[config.mk]
export PLATFORM = sky130hd
export DESIGN_NAME = mem_port_arbiter
export DESIGN_NICKNAME = d
export VERILOG_FILES = /design/src/rtl/mem_arb_pkg.sv /design/src/rtl/mem_arb_resp_buf.sv /design/src/rtl/mem_port_arbiter.sv
export SDC_FILE = /design/constraint.sdc
export NUM_CORES = 1
export LEC_CHECK = 0
export ABC_AREA = 1
export BUFFER_PORTS_ARGS = -buffer_cell sky130_fd_sc_hd__buf_2
export CAP_MARGIN = 20
export CORE_AREA = 2 2 268 270
export CTS_BUF_LIST = sky130_fd_sc_hd__clkbuf_16
export DETAILED_ROUTE_END_ITERATION = 8
export DIE_AREA = 0 0 270 272
export SETUP_SLACK_MARGIN = 0.15
export SYNTH_ARGS = -nofsm -noshare
export SYNTH_HDL_FRONTEND = slang
export SYNTH_SLANG_ARGS = --single-unit
[constraint.sdc]
create_clock -name clk -period 5.1 [get_ports clk]
set_input_delay 0.765 -clock clk [delete_from_list [all_inputs] [get_ports clk]]
set_output_delay 0.765 -clock clk [all_outputs]
set_load 0.005 [all_outputs]
[src/rtl/mem_arb_pkg.sv]
// rtl/mem_arb_pkg.sv - shared types and constants for the memory port arbiter
package mem_arb_pkg;

    typedef enum logic [1:0] {
        IDLE      = 2'd0,
        WAIT_RD   = 2'd1,
        RESP_HOLD = 2'd2
    } state_t;

    localparam logic REQ_IF = 1'b0;
    localparam logic REQ_LS = 1'b1;

    // Width of a counter that must reach timeout-1
    function automatic int cnt_width(input int timeout);
        return (timeout <= 2) ? 1 : $clog2(timeout);
    endfunction

endpackage

[src/rtl/mem_arb_resp_buf.sv]
// rtl/mem_arb_resp_buf.sv - one-entry read response holding register
module mem_arb_resp_buf #(
    parameter int DW = 64
) (
    input  logic          clk,
    input  logic          rst_n,
    input  logic          load,
    input  logic          clear,
    input  logic [DW-1:0] din,
    output logic          valid,
    output logic [DW-1:0] dout
);

    always_ff @(posedge clk or negedge rst_n) begin
        if (!rst_n) begin
            valid <= 1'b0;
            dout  <= '0;
        end else if (load) begin
            valid <= 1'b1;
            dout  <= din;
        end else if (clear) begin
            valid <= 1'b0;
            dout  <= '0;
        end
    end

endmodule

[src/rtl/mem_port_arbiter.sv]
// rtl/mem_port_arbiter.sv - two-requester arbiter for the single memory port
// MEMARB_RR_EN selects round-robin arbitration; otherwise req1 has fixed priority.
module mem_port_arbiter
    import mem_arb_pkg::*;
#(
    parameter int AW      = 64,
    parameter int DW      = 64,
    parameter int LW      = 32,
    parameter int TIMEOUT = 16
) (
    input  logic          clk,
    input  logic          rst_n,
    input  logic          req0_addr_valid,
    output logic          req0_addr_ready,
    input  logic          req0_wen,
    input  logic [AW-1:0] req0_addr,
    input  logic [LW-1:0] req0_len,
    input  logic [DW-1:0] req0_wdata,
    output logic          req0_data_valid,
    input  logic          req0_data_ready,
    output logic [DW-1:0] req0_rdata,
    input  logic          req1_addr_valid,
    output logic          req1_addr_ready,
    input  logic          req1_wen,
    input  logic [AW-1:0] req1_addr,
    input  logic [LW-1:0] req1_len,
    input  logic [DW-1:0] req1_wdata,
    output logic          req1_data_valid,
    input  logic          req1_data_ready,
    output logic [DW-1:0] req1_rdata,
    output logic          mem_en,
    output logic          mem_wout,
    output logic          mem_addr_valid,
    input  logic          mem_addr_ready,
    output logic [AW-1:0] mem_addr,
    output logic [LW-1:0] mem_len,
    output logic [DW-1:0] mem_wdata,
    output logic          mem_data_ready,
    input  logic          mem_data_valid,
    input  logic [DW-1:0] mem_rdata,
    output logic          err_timeout,
    output logic          err_spurious
);

    localparam int CW = cnt_width(TIMEOUT);
    localparam logic [CW-1:0] CNT_LAST = CW'(TIMEOUT - 1);

    state_t        state_q, state_d;
    logic          owner_q;
    logic [CW-1:0] cnt_q;
    logic          any_valid, win, win_wen, issue_en, accept, owner_ready;
    logic          owner_dv, buf_load, buf_clear, buf_valid;
    logic [DW-1:0] owner_rdata, buf_data;

    assign any_valid = req0_addr_valid | req1_addr_valid;

`ifdef MEMARB_RR_EN
    logic rr_ptr_q;

    always_comb begin
        if (req0_addr_valid && req1_addr_valid) win = rr_ptr_q;
        else                                    win = req1_addr_valid;
    end

    always_ff @(posedge clk or negedge rst_n) begin
        if (!rst_n)      rr_ptr_q <= REQ_IF;
        else if (accept) rr_ptr_q <= ~win;
    end
`else
    assign win = req1_addr_valid;
`endif

    assign win_wen     = (win == REQ_LS) ? req1_wen : req0_wen;
    assign owner_ready = (owner_q == REQ_LS) ? req1_data_ready : req0_data_ready;

    // A new request may issue from IDLE, or in the cycle the held response drains
    assign issue_en = (state_q == IDLE) || ((state_q == RESP_HOLD) && owner_ready);
    assign accept   = issue_en && any_valid && mem_addr_ready;

    assign mem_addr_valid  = issue_en && any_valid;
    assign mem_en          = mem_addr_valid;
    assign mem_wout        = mem_addr_valid && win_wen;
    assign mem_addr        = !mem_addr_valid ? '0 : (win == REQ_LS) ? req1_addr  : req0_addr;
    assign mem_len         = !mem_addr_valid ? '0 : (win == REQ_LS) ? req1_len   : req0_len;
    assign mem_wdata       = !mem_addr_valid ? '0 : (win == REQ_LS) ? req1_wdata : req0_wdata;
    assign mem_data_ready  = (state_q == WAIT_RD) || (mem_addr_valid && win_wen);
    assign req0_addr_ready = accept && (win == REQ_IF);
    assign req1_addr_ready = accept && (win == REQ_LS);

    always_ff @(posedge clk or negedge rst_n) begin
        if (!rst_n) state_q <= IDLE;
        else        state_q <= state_d;
    end

    always_comb begin
        state_d     = state_q;
        owner_dv    = 1'b0;
        owner_rdata = '0;
        buf_load    = 1'b0;
        buf_clear   = 1'b0;
        case (state_q)
            IDLE: begin
                if (accept && !win_wen) state_d = WAIT_RD;
            end
            WAIT_RD: begin
                if (mem_data_valid) begin
                    owner_dv    = 1'b1;
                    owner_rdata = mem_rdata;
                    if (owner_ready) begin
                        state_d = IDLE;
                    end else begin
                        buf_load = 1'b1;
                        state_d  = RESP_HOLD;
                    end
                end
            end
            RESP_HOLD: begin
                owner_dv    = buf_valid;
                owner_rdata = buf_data;
                if (owner_ready) begin
                    buf_clear = 1'b1;
                    state_d   = (accept && !win_wen) ? WAIT_RD : IDLE;
                end
            end
            default: state_d = IDLE;
        endcase
    end

    mem_arb_resp_buf #(.DW(DW)) u_resp_buf (
        .clk   (clk),
        .rst_n (rst_n),
        .load  (buf_load),
        .clear (buf_clear),
        .din   (mem_rdata),
        .valid (buf_valid),
        .dout  (buf_data)
    );

    assign req0_data_valid = owner_dv && (owner_q == REQ_IF);
    assign req1_data_valid = owner_dv && (owner_q == REQ_LS);
    assign req0_rdata      = req0_data_valid ? owner_rdata : '0;
    assign req1_rdata      = req1_data_valid ? owner_rdata : '0;

    always_ff @(posedge clk or negedge rst_n) begin
        if (!rst_n) begin
            owner_q      <= REQ_IF;
            cnt_q        <= '0;
            err_timeout  <= 1'b0;
            err_spurious <= 1'b0;
        end else begin
            if (accept && !win_wen) owner_q <= win;
            if (accept)
                cnt_q <= '0;
            else if (state_q == WAIT_RD && cnt_q != CNT_LAST)
                cnt_q <= cnt_q + 1'b1;
            if (state_q == WAIT_RD && !mem_data_valid && cnt_q == CNT_LAST)
                err_timeout <= 1'b1;
            if (mem_data_valid && state_q != WAIT_RD)
                err_spurious <= 1'b1;
        end
    end

endmodule

# Word-level counts from Yosys, hierarchy flattened

Cells that the tools add are included.
W data, S select, Z words.

Register bits: 74
Input bits: 394
Output and inout port bits: 298
Logic and storage cells: 71

$add $sub $neg: 1
Equality and inequality tests: 8
Muxes and demuxes: 31
Bitwise gates (word level): 3
Reduce and logical (&&, ||, !) cells: 21

Operators with widths:

| operator              | number |
|---|---|
| $mux W64              | 9 |
| $pmux W64 S2          | 1 |
| $mux W32              | 2 |
| $logic_and A1 B1 Y1   | 13 |
| $mux W1               | 11 |
| $mux W2               | 4 |
| $mux W4               | 2 |
| $pmux W2 S3           | 1 |
| $add A4 B1 Y4 const B | 1 |
| $eq A4 B4 Y1 const B  | 1 |
| $ne A2 B1 Y1 const B  | 2 |
| $ne A2 B2 Y1 const B  | 2 |
| $ne A4 B4 Y1 const B  | 1 |
| $reduce_bool A2 Y1    | 2 |
| $reduce_and A3 Y1     | 1 |
| $eq A2 B1 Y1 const B  | 1 |
| $eq A2 B2 Y1 const B  | 1 |
| $logic_not A1 Y1      | 2 |
| $logic_not A2 Y1      | 1 |
| $logic_or A1 B1 Y1    | 2 |
| $not A1 Y1            | 2 |
| $pmux W1 S2           | 1 |
| $or A1 B1 Y1          | 1 |

# Longest topological paths before layout

Depth after elaboration: 9
Mapped depth: 10
Depth with buffers taken out: 10

# Modules after synthesis

Synthesis repeated with hierarchy kept, for this count alone.

Cells, all modules: 1,187
Area total of the unflattened synthesis: 6,901.6 µm²

Modules (own cells, without submodules):

| module           | instances | cells an instance | area an instance (µm²) | sequential area each (µm²) |
|---|---|---|---|---|
| mem_port_arbiter | 1         | 912               | 4,455.5                | 225.2 |
| mem_arb_resp_buf | 1         | 275               | 2,446.1                | 1,626.6 |

# Worst setup path before layout

Ideal clock, no wire load.

Kind: input -> output
Start: in req0_addr_valid
End: out mem_en
Arrival time: 1.680 ns
Required time: 4.335 ns
Slack: 2.655 ns
Stages: 6
Cells stage by stage: or2_2 clkbuf_1 nand2_4 buf_2 inv_1 buf_4

Longest elaborated chain between the ends: 2

RTL lines:

| item                | RTL line               | text |
|---|---|---|
| from (decl)         | mem_port_arbiter.sv:13 | `input logic req0_addr_valid,` |
| $or A1 B1 Y1        | mem_port_arbiter.sv:55 | `assign any_valid = req0_addr_valid \| req1_addr_valid;` |
| $logic_and A1 B1 Y1 | mem_port_arbiter.sv:80 | `assign mem_addr_valid = issue_en && any_valid;` |
| to (decl)           | mem_port_arbiter.sv:31 | `output logic mem_en,` |

No other way between the ends.

# Worst setup path in the final report

Start: reg state_q[0]
End: out mem_wdata[63]

Longest elaborated chain between the ends: 5
Elaborated cells on any way between the ends: 6
Those cells by class: 1 x eq/ne; 1 x mux; 4 x reduce/logical

RTL lines:

| item                   | RTL line               | text |
|---|---|---|
| from (decl)            | mem_port_arbiter.sv:48 | `state_t state_q, state_d;` |
| from (signal assigned) | mem_port_arbiter.sv:92 | `else state_q <= state_d;` |
| $eq A2 B2 Y1           | mem_port_arbiter.sv:77 | `assign issue_en = (state_q == IDLE) \|\| ((state_q == RESP_HOLD) && owner_ready);` |
| $logic_and A1 B1 Y1    | mem_port_arbiter.sv:77 |  |
| $logic_or A1 B1 Y1 *   | mem_port_arbiter.sv:77 |  |
| $logic_and A1 B1 Y1 *  | mem_port_arbiter.sv:80 |  |
| $mux W64 *             | mem_port_arbiter.sv:85 | `assign mem_wdata = !mem_addr_valid ? '0 : (win == REQ_LS) ? req1_wdata : req0_wdata;` |
| to (decl)              | mem_port_arbiter.sv:37 | `output logic [DW-1:0] mem_wdata,` |

Mark *: on every way between the ends. The rest lies on a longest branch, timed or not.

==> impl_metrics.xml <==
<?xml version="1.0" encoding="UTF-8"?>
<metrics>
  <group name="floorplanning">
    <metric name="rows" unit="">98</metric>
    <metric name="ioPinCount" unit="">692</metric>
    <metric name="core_area" unit="um^2">70800</metric>
    <metric name="chipHeight" unit="um">272</metric>
    <metric name="die_x" unit="um">270</metric>
    <metric name="start_util" unit="%">10.4</metric>
    <metric name="dieArea" unit="um^2">73400</metric>
  </group>
  <group name="critical_path">
    <metric name="setup.worst_path.end" unit="">mem_wdata[63]</metric>
    <metric name="path_delay_family" unit="">simple AND/OR/NAND/NOR gates</metric>
    <metric name="critical_path_launch_point" unit="">state_q[0]$_DFFE_PN0P_</metric>
    <metric name="worst_case_reg_to_reg_path_depth" unit="">5</metric>
    <metric name="worst_reg2reg_path_endpoint" unit="">u_resp_buf.dout[6]$_DFFE_PN0P_</metric>
    <metric name="worst-setup-path-type" unit="">register to output port</metric>
    <metric name="critical_path.n_buffers_inverters" unit="">2</metric>
    <metric name="worstSetupPathDepth" unit="">7</metric>
    <metric name="cp_data_arrival_time" unit="ps">3190</metric>
    <metric name="setup.reg_to_reg.worst_slack" unit="ps">2740</metric>
    <metric name="critPathLaunchType" unit="">register</metric>
    <metric name="crit_chain" unit="">inv_1, ha_1, nand3_1, nand2_2, nand2_8, a21oi_1, buf_2</metric>
    <metric name="setup.worst_path.end_class" unit="">output port</metric>
    <metric name="timing.rr.start" unit="">owner_q$_DFFE_PN0P_</metric>
    <metric name="worst-endpoint-required" unit="ps">4340</metric>
    <metric name="crit_path_max_incr_delay" unit="ps">650</metric>
    <metric name="critical_path_peak_fanout" unit="">121</metric>
    <metric name="crit_slowest_cell" unit="">a21oi_1</metric>
  </group>
  <group name="clocking">
    <metric name="cts_made_buffers" unit="">9</metric>
    <metric name="cts.sink_count" unit="">74</metric>
    <metric name="ctsRootBufferMaster" unit="">clkbuf_16</metric>
    <metric name="clkTransAtPathRegs" unit="ps">70</metric>
    <metric name="post-cts-setup-buffers" unit="">0</metric>
    <metric name="cts_max_level" unit="">3</metric>
    <metric name="cts.repair.resized" unit="">0</metric>
    <metric name="cts_buffer_depth" unit="">2</metric>
    <metric name="cts_hold_repair_buffers" unit="">0</metric>
    <metric name="insertion_delay" unit="ps">360</metric>
    <metric name="tritoncts" unit="">yes</metric>
  </group>
  <group name="synth">
    <metric name="synthesized_netlist_cell_count" unit="">1183</metric>
    <metric name="synth_compound_gate_area_share" unit="%">30.5</metric>
    <metric name="combinational_family_with_the_most_area_after_synthesis" unit="">compound AO/OA/AOI/OAI gates</metric>
    <metric name="synthesis.area_per_instance" unit="um^2">6.25</metric>
    <metric name="post_synth_fa_ha_maj_area_fraction" unit="%">0.847</metric>
    <metric name="synth.most_common_cell" unit="">nand2_1</metric>
    <metric name="post_synth_design_cell_area" unit="um^2">7390</metric>
    <metric name="post_synth_and_or_nand_nor_area_fraction" unit="%">25.5</metric>
    <metric name="syn-num-nets" unit="">1582</metric>
    <metric name="yosys-top-cells-count" unit="">343 x nand2_1, 213 x inv_1, 136 x nor2_1, 90 x a21oi_1, 79 x o22ai_1</metric>
    <metric name="synth_top_cell_by_area" unit="">dfrtp_1</metric>
    <metric name="synth_edf_count" unit="">0</metric>
    <metric name="ys.warnings.count" unit="">0</metric>
    <metric name="yosys-mux-area-fraction" unit="%">0</metric>
    <metric name="synth_flop_cell" unit="">dfrtp_1</metric>
    <metric name="ys_seq_elements" unit="">74</metric>
    <metric name="ys_top_cells_by_area" unit="">dfrtp_1 25%, nand2_1 17%, inv_1 11%</metric>
    <metric name="synth_area_in_xor_xnor" unit="%">0</metric>
    <metric name="synth-seq-area-share" unit="%">25.1</metric>
    <metric name="synth_top_cell_area_share" unit="%">25.1</metric>
    <metric name="synth_cell_type_count" unit="">28</metric>
    <metric name="ys_async_sr_fraction" unit="%">100</metric>
  </group>
  <group name="finish">
    <metric name="signed_area_change_from_the_synthesized_netlist_to_the_final_layout" unit="%">63.1</metric>
    <metric name="post_route_cells_drive_above_1_share" unit="%">47.3</metric>
    <metric name="nNetsFinal" unit="">2202</metric>
    <metric name="final_core_utilization" unit="%">17.0</metric>
    <metric name="fill_cell_count" unit="">8210</metric>
  </group>
  <group name="power">
    <metric name="p_leak" unit="nW">6.38</metric>
    <metric name="ir_worst_vdd" unit="mV">0.217</metric>
    <metric name="pwr_density_cell" unit="nW/um^2">297</metric>
  </group>
  <group name="grt">
    <metric name="grt_pass1_wl" unit="um">74800</metric>
    <metric name="combined_global_route_utilization_of_all_metal_layers" unit="%">14.4</metric>
    <metric name="grt_start_max_net_pins" unit="">122</metric>
    <metric name="grt_pass1_vias" unit="">9669</metric>
    <metric name="antenna_violations_before_repair" unit="">50</metric>
    <metric name="grt_remaining_overflow" unit="">0</metric>
  </group>
  <group name="route">
    <metric name="vias_per_cell" unit="">3.76</metric>
    <metric name="first_pass_iters" unit="">5</metric>
    <metric name="drt_drc_violations_left" unit="">0</metric>
    <metric name="detail_route.wl_per_cell" unit="um">20.0</metric>
    <metric name="antenna_violating_nets_post_route" unit="">0</metric>
    <metric name="detailroute.via_count" unit="">10400</metric>
    <metric name="routed_wirelength" unit="um">55300</metric>
    <metric name="drt_first_iter_violations" unit="">650</metric>
  </group>
  <group name="sta">
    <metric name="slew_viol_final" unit="">0</metric>
    <metric name="hold_viol_final" unit="">0</metric>
    <metric name="finalCritPeriodShare" unit="%">77.6</metric>
    <metric name="grt_setup_unrepaired" unit="">no</metric>
    <metric name="final.setup.tns" unit="ps">0</metric>
    <metric name="timing.slew.headroom" unit="%">25.3</metric>
    <metric name="setup_violations" unit="">0</metric>
    <metric name="worst-slew-pin-transition" unit="ps">1120</metric>
    <metric name="layout_min_cycle_time" unit="ps">3960</metric>
    <metric name="max_freq" unit="GHz">0.253</metric>
    <metric name="fin_skew" unit="ps">10.7</metric>
  </group>
  <group name="place">
    <metric name="gp_routability_congestion" unit="">0.922</metric>
    <metric name="dpl.hpwl" unit="um">46400</metric>
    <metric name="buffers_on_ports" unit="">691</metric>
  </group>
  <group name="run">
    <metric name="maxCapViolCount" unit="">0</metric>
  </group>
  <group name="status">
    <metric name="outcome" unit="">finished clean</metric>
  </group>
  <group name="worst_hold_path">
    <metric name="hold_path.class" unit="">input port to async pin</metric>
  </group>
</metrics>
routing by layer:
metal	GRT usage, %	part of all wire (%)
met4	4.87	3.3
met1	17.5	41
met2	24.9	48
met3	3.25	7.4
met5	0	0.14
where the power goes:
part           leakage, nW  switching [W]  internal (W)  total [W]
registers            0.954      0.0000618      0.000788   0.000850
clock network        0.167       0.000286      0.000483   0.000769
logic                 5.25        0.00123      0.000726    0.00196
worst register-to-register path: stages, from the launching register on:
cell,delay [ps]
dfrtp_1,490
o21ai_1,450
inv_2,110
nand3_4,90
buf_4,800
o22ai_1,270
cell families after synthesis:
logic type | count (synthesis)
buffers and inverters | 312
flip-flops | 74
AND/OR/NAND/NOR | 492
AO/OA/AOI/OAI | 300
adder cells (fa/ha/maj) | 5
through the flow:
step	setup WS, ps	total power (W)	area [um^2]	hold slack [ps]	cells
after floorplan	2650	0.00204	7390	451	1183
after global routing	906	0.00386	12000	253	2767
final	1140	0.00358	12100	256	2770
after detailed placement	1230	0.00283	11700	442	2741
after global placement	1180	0.00281	11700	436	2741
after CTS	994	0.00364	12000	238	2757
worst min path at each step:
| stage | from | to | cells after the start |
|---|---|---|---|
| after floorplan | err_spurious$_DFFE_PN0P_ | err_spurious$_DFFE_PN0P_ | 1 |
| after global placement | err_spurious$_DFFE_PN0P_ | err_spurious$_DFFE_PN0P_ | 1 |
| after detailed placement | err_spurious$_DFFE_PN0P_ | err_spurious$_DFFE_PN0P_ | 1 |
| after CTS | rst_n | u_resp_buf.dout[9]$_DFFE_PN0P_ | 1 |
| after global routing | rst_n | u_resp_buf.dout[5]$_DFFE_PN0P_ | 1 |
| final | rst_n | u_resp_buf.dout[43]$_DFFE_PN0P_ | 1 |
layout make-up:
cell class / instances / area [um^2] / area share (%)
multi-input combinational: 797 / 4230 / 35.1
sequential: 74 / 1850 / 15.4
clock inverter: 7 / 124 / 1.03
inverter: 218 / 823 / 6.83
timing repair buffer: 703 / 3580 / 29.7
antenna: 12 / 30.0 / 0.249
tap: 950 / 1190 / 9.86
clock buffer: 9 / 225 / 1.87
sequential cells by signal, indices dropped and copies added (netlist names):
register	flops
u_resp_buf.dout	64
cnt_q	4
state_q	2
err_spurious	1
err_timeout	1
owner_q	1
u_resp_buf.valid	1
layout by cell type, fill, tap and decap left out, drive strengths merged:
cell type | netlist | layout
buf | 62 | 703
nand2 | 345 | 345
inv | 218 | 220
a21oi | 160 | 160
nor2 | 138 | 138
o22ai | 129 | 129
dfrtp | 74 | 74
diode | 0 | 12
clkbuf | 32 | 9
o21ai | 7 | 7
nand3 | 6 | 6
ha | 5 | 5
bufinv | 0 | 3
or2 | 2 | 2
o221ai | 1 | 1
nand4 | 1 | 1
o31ai | 1 | 1
a21o | 1 | 1
o2111ai | 1 | 1
clkinvlp | 0 | 1
clkinv | 0 | 1
Power figures use the tool's default switching activity.
